--- config.mk ---
export PLATFORM = sky130hd
export DESIGN_NAME = sequential_divider
export DESIGN_NICKNAME = d
export VERILOG_FILES = /design/src/rtl/sequential_divider_pkg.sv /design/src/rtl/sequential_divider_datapath.sv /design/src/rtl/sequential_divider.sv
export SDC_FILE = /design/constraint.sdc
export NUM_CORES = 1
export LEC_CHECK = 0
export CAP_MARGIN = 40
export CORE_MARGIN = 10
export CORE_UTILIZATION = 43
export CTS_CLUSTER_SIZE = 30
export DETAILED_ROUTE_END_ITERATION = 8
export GPL_TIMING_DRIVEN = 0
export PLACE_DENSITY = 0.69
export RECOVER_POWER = 50
export SLEW_MARGIN = 20
export SYNTH_ARGS = -nofsm -noshare
export SYNTH_HDL_FRONTEND = slang
export SYNTH_SLANG_ARGS = --single-unit
--- constraint.sdc ---
create_clock -name clk -period 4.3 [get_ports clk]
set_input_delay 0.86 -clock clk [delete_from_list [all_inputs] [get_ports clk]]
set_output_delay 0.86 -clock clk [all_outputs]
set_load 0.1 [all_outputs]
--- src/rtl/sequential_divider_pkg.sv ---
// Shared definitions for the restoring divider: FSM state encoding and
// the width of the iteration counter.
package sequential_divider_pkg;

  typedef enum logic [1:0] {
    IDLE = 2'd0,
    ITER = 2'd1,
    DONE = 2'd2
  } state_t;

  // Counter must hold WIDTH-1; keep at least one bit for degenerate widths.
  function automatic int cnt_w(input int width);
    return (width > 2) ? $clog2(width) : 1;
  endfunction

endpackage

--- src/rtl/sequential_divider_datapath.sv ---
// Restoring-divider datapath: Q/R/D/dbz registers, trial subtractor and
// restore mux. Driven purely by load/step strobes, unaware of FSM state.
module sequential_divider_datapath #(
  parameter int WIDTH = 4
) (
  input  logic             clk,
  input  logic             rst,
  input  logic             i_load,
  input  logic             i_step,
  input  logic [WIDTH-1:0] i_dividend,
  input  logic [WIDTH-1:0] i_divisor,
  output logic [WIDTH-1:0] o_quotient,
  output logic [WIDTH-1:0] o_remainder,
  output logic             o_dbz
);

  // The partial remainder's top bit is provably zero after every step,
  // so only WIDTH bits of R are stored.
  logic [WIDTH-1:0] r_q, r_r, r_d;
  logic             r_dbz;
  logic [WIDTH:0]   w_s, w_t;

  assign w_s = {r_r, r_q[WIDTH-1]};
  assign w_t = w_s - {1'b0, r_d};

  always_ff @(posedge clk) begin
    if (rst) begin
      r_q   <= '0;
      r_r   <= '0;
      r_d   <= '0;
      r_dbz <= 1'b0;
    end else if (i_load) begin
      r_q   <= i_dividend;
      r_r   <= '0;
      r_d   <= i_divisor;
      r_dbz <= (i_divisor == '0);
    end else if (i_step) begin
      // Borrow clear: keep the difference; otherwise restore the shifted value.
      if (!w_t[WIDTH]) begin
        r_r <= w_t[WIDTH-1:0];
        r_q <= {r_q[WIDTH-2:0], 1'b1};
      end else begin
        r_r <= w_s[WIDTH-1:0];
        r_q <= {r_q[WIDTH-2:0], 1'b0};
      end
    end
  end

  assign o_quotient  = r_q;
  assign o_remainder = r_r;
  assign o_dbz       = r_dbz;

endmodule

--- src/rtl/sequential_divider.sv ---
// Constant-time radix-2 restoring divider: control FSM with iteration
// counter, plus the datapath sub-module. WIDTH+1 cycles accept-to-done.
module sequential_divider
  import sequential_divider_pkg::*;
#(
  parameter int WIDTH = 4
) (
  input  logic             clk,
  input  logic             rst,
  input  logic             start,
  input  logic [WIDTH-1:0] dividend,
  input  logic [WIDTH-1:0] divisor,
  output logic [WIDTH-1:0] quotient,
  output logic [WIDTH-1:0] remainder,
  output logic             div_by_zero,
  output logic             busy,
  output logic             quotientDone
);

  localparam int CNT_W = cnt_w(WIDTH);

  state_t           r_state, w_state_nxt;
  logic [CNT_W-1:0] r_cnt, w_cnt_nxt;
  logic             w_load, w_step;

  always_ff @(posedge clk) begin
    if (rst) begin
      r_state <= IDLE;
      r_cnt   <= '0;
    end else begin
      r_state <= w_state_nxt;
      r_cnt   <= w_cnt_nxt;
    end
  end

  always_comb begin
    w_state_nxt = r_state;
    w_cnt_nxt   = r_cnt;
    w_load      = 1'b0;
    w_step      = 1'b0;
    unique case (r_state)
      IDLE: if (start) begin
        w_load      = 1'b1;
        w_cnt_nxt   = CNT_W'(WIDTH - 1);
        w_state_nxt = ITER;
      end
      ITER: begin
        w_step = 1'b1;
        if (r_cnt == '0) w_state_nxt = DONE;
        else             w_cnt_nxt   = r_cnt - 1'b1;
      end
      DONE:    w_state_nxt = IDLE;
      default: w_state_nxt = IDLE;
    endcase
  end

  assign busy         = (r_state != IDLE);
  assign quotientDone = (r_state == DONE);

  sequential_divider_datapath #(.WIDTH(WIDTH)) u_dp (
    .clk        (clk),
    .rst        (rst),
    .i_load     (w_load),
    .i_step     (w_step),
    .i_dividend (dividend),
    .i_divisor  (divisor),
    .o_quotient (quotient),
    .o_remainder(remainder),
    .o_dbz      (div_by_zero)
  );

endmodule

==> reports/metrics.yaml <==
cts:
  post_cts_buffers: 0
  clockBufferDepth: 2
  clkSlewWorstSetupHoldPaths_ps: 100
  cts-resized-gates: 0
  clock_latency_ps: 290
  cts_buffers: 3
  cts.sinks: 17
  cts_hold_buffers: 0
  cts_tree: "built"
  cts-root-buf: "clkbuf_4"
  cts_max_level: 1
setup_path:
  cp.arrival_ps: 1510
  cp_max_fo: 4
  cp_top_family: "buffers and inverters"
  end_kind: "output pin"
  path_cells: "nor2b_1 -> clkdlybuf4s50_1 -> buf_8"
  slowest_delay_ps: 520
  critPathSlowestCell: "clkdlybuf4s50_1"
  required_ps: 3440
  start_kind: "register"
  crit_type: "register to output pin"
  worst-path-buf-inv: 2
floorplan:
  ioPinCount: 22
  die_area_mm2: 0.004154
  core_mm2: 0.001922
  die_w_um: 64.45
  initial_utilization: 0.4421
  row_count: 16
  die_h_um: 64.45
routing:
  via_count: 774
  first_pass_iters: 4
  drc: 0
  ant_nets: 0
  avgViaCountPerCell: 4.748
  drt_iter0_drc: 27
  detail_route.wl_per_cell_um: 12.41
  wirelength_um: 2023
synth:
  syn_nets: 117
  syn_inst: 100
  synth-compound-area-share: 0.1738
  yosysWarnings: 0
  synthArstFlopShare: 0
  synth_cell_type_count: 25
  avgSynthCellArea_um2: 8.496
  synth-simple-area-share: 0.1738
  synth-xor-area-share: 0.05302
  synth_fa_ha_area_frac: 0.09720
  synth_seq_cells: 17
  synth_top_family_by_area: "simple AND/OR/NAND/NOR gates"
  ys.flop_type: "dfxtp_1"
  yosysTopAreaCellShare: 0.4006
  synth_edf_count: 0
  synth_area_um2: 849.6
  synth_area_leader_cell: "dfxtp_1"
  synth.area.mux_share: 0.04713
  synth.area.top_cells: "dfxtp_1 40%, ha_1 7.4%, a21oi_1 7.1%, nand2_1 7.1%, mux2i_1 4.7%"
  synth_sequential_area_ratio: 0.4006
run:
  cap_violations: 0
placement:
  globalplace.congestion: 0.7015
  pre_cts_ws_ps: 2036
  io_buffers: 21
  hpwl_um: 1673
power:
  vdd_drop_max_mv: 0.2579
  power_density_mw_per_mm2: 355.4
  p_leak_nw: 0.5184
  p_total_uw: 456.3
timing:
  finalSetupViolCount: 0
  hold_viol_final: 0
  relSlewSlack: 0.7161
  clock_skew_ps: 3.901
  fin_ws_ps: 1926
  tightestPinTransition_ps: 425.9
  period_minus_slack_ps: 2374
  final.setup.tns_ps: 0
  maxSlewViolCount: 0
  max_freq_mhz: 421.1
  rsz0062_at_grt: "false"
  fin_crit_sh: 0.5522
layout:
  final_common_cell: "clkdlybuf4s50_1"
  area_growth_pct: 51.10
  insertedDiodeCount: 0
  nets: 154
  drive_gt1_frac: 0.1176
  fillers: 167
  final_cell_mix: "19 x clkdlybuf4s50_1, 17 x dfxtp_1, 16 x nand2_1"
  utilization: 0.6680
global_routing:
  grt_remaining_overflow: 0
  grt_max_degree: 11
  grt.total_usage: 0.1051
  grt_pass1_wl_um: 3574
  antenna_found_initial: 0
  first_global_vias: 818
run_status:
  status: "finished clean"
worst_hold_path:
  hp-class: "register to register"
-- area by class of cell --
| type | count | area [um2] | area share |
|---|---|---|---|
| multi-input combinational | 71 | 462.9 | 0.3606 |
| tap | 27 | 33.78 | 0.02632 |
| timing repair buffer | 32 | 375.4 | 0.2924 |
| inverter | 8 | 30.03 | 0.02339 |
| buffer | 4 | 15.01 | 0.01170 |
| sequential | 17 | 340.3 | 0.2651 |
| clock buffer | 4 | 26.28 | 0.02047 |
-- power breakdown --
| part | internal [mW] | switching, mW |
|---|---|---|
| sequential | 0.170 | 0.00980 |
| clock | 0.0361 | 0.0485 |
| combinational | 0.0761 | 0.116 |
| total | 0.282 | 0.174 |
-- synthesized netlist by cell type (2+ instances only) --
master	instances
a21oi_1	12
a22o_1	2
a22oi_1	4
clkbuf_1	3
dfxtp_1	17
ha_1	5
inv_1	8
mux2i_1	4
nand2_1	16
nand2b_1	2
nor2_1	9
nor2b_1	2
nor3_1	2
o21ai_0	3
-- registers in the layout, summed over array words and instances, names as in the netlist --
signal            flops
r_cnt                 2
r_state               2
u_dp.o_dbz            1
u_dp.o_quotient       4
u_dp.o_remainder      4
u_dp.r_d              4
-- through the flow --
step	hold slack (ps)	instance area (um2)	cells
final	459.7	1284	163
after global routing	487.8	1284	163
after CTS	462.9	1285	163
after detailed placement	449.1	1259	159
after global placement	441.4	1094	148
after floorplan	432.4	849.6	100
-- final timing paths --
kind         cells past startpoint                from  slack [ps]                  end
max reg2reg                      8  u_dp.o_quotient[3]        2090  u_dp.o_remainder[1]
min                              2          u_dp.o_dbz         460           u_dp.o_dbz
max                              3          r_state[1]        1930         quotientDone
min reg2reg                      2          u_dp.o_dbz         460           u_dp.o_dbz
-- worst min-delay path, stage by stage (launching register included) --
cell and delay [ps]:
dfxtp_1 320, nand2_1 50, a21oi_1 50
-- kinds of logic (layout without fill, tap and decap cells) --
kind of cell	count (synthesis)	in the layout
adders and majority gates	6	6
DFF	17	17
buffers and inverters	12	48
xor gates and xnor gates	3	3
AOI/OAI and AO/OA	24	24
muxes	4	4
and+or+nand+nor	34	34
-- routing by layer --
metal / track usage / wire (um) / vias to the layer above
met2: 0.1798 / 978 / 15
li1: - / - / 409
met3: 0.03952 / 143 / 4
met5: 0 / 0 / -
met1: 0.1093 / 861 / 346
met4: 0.05615 / 40 / 0
Note: power is estimated with default switching activity, not from simulation.
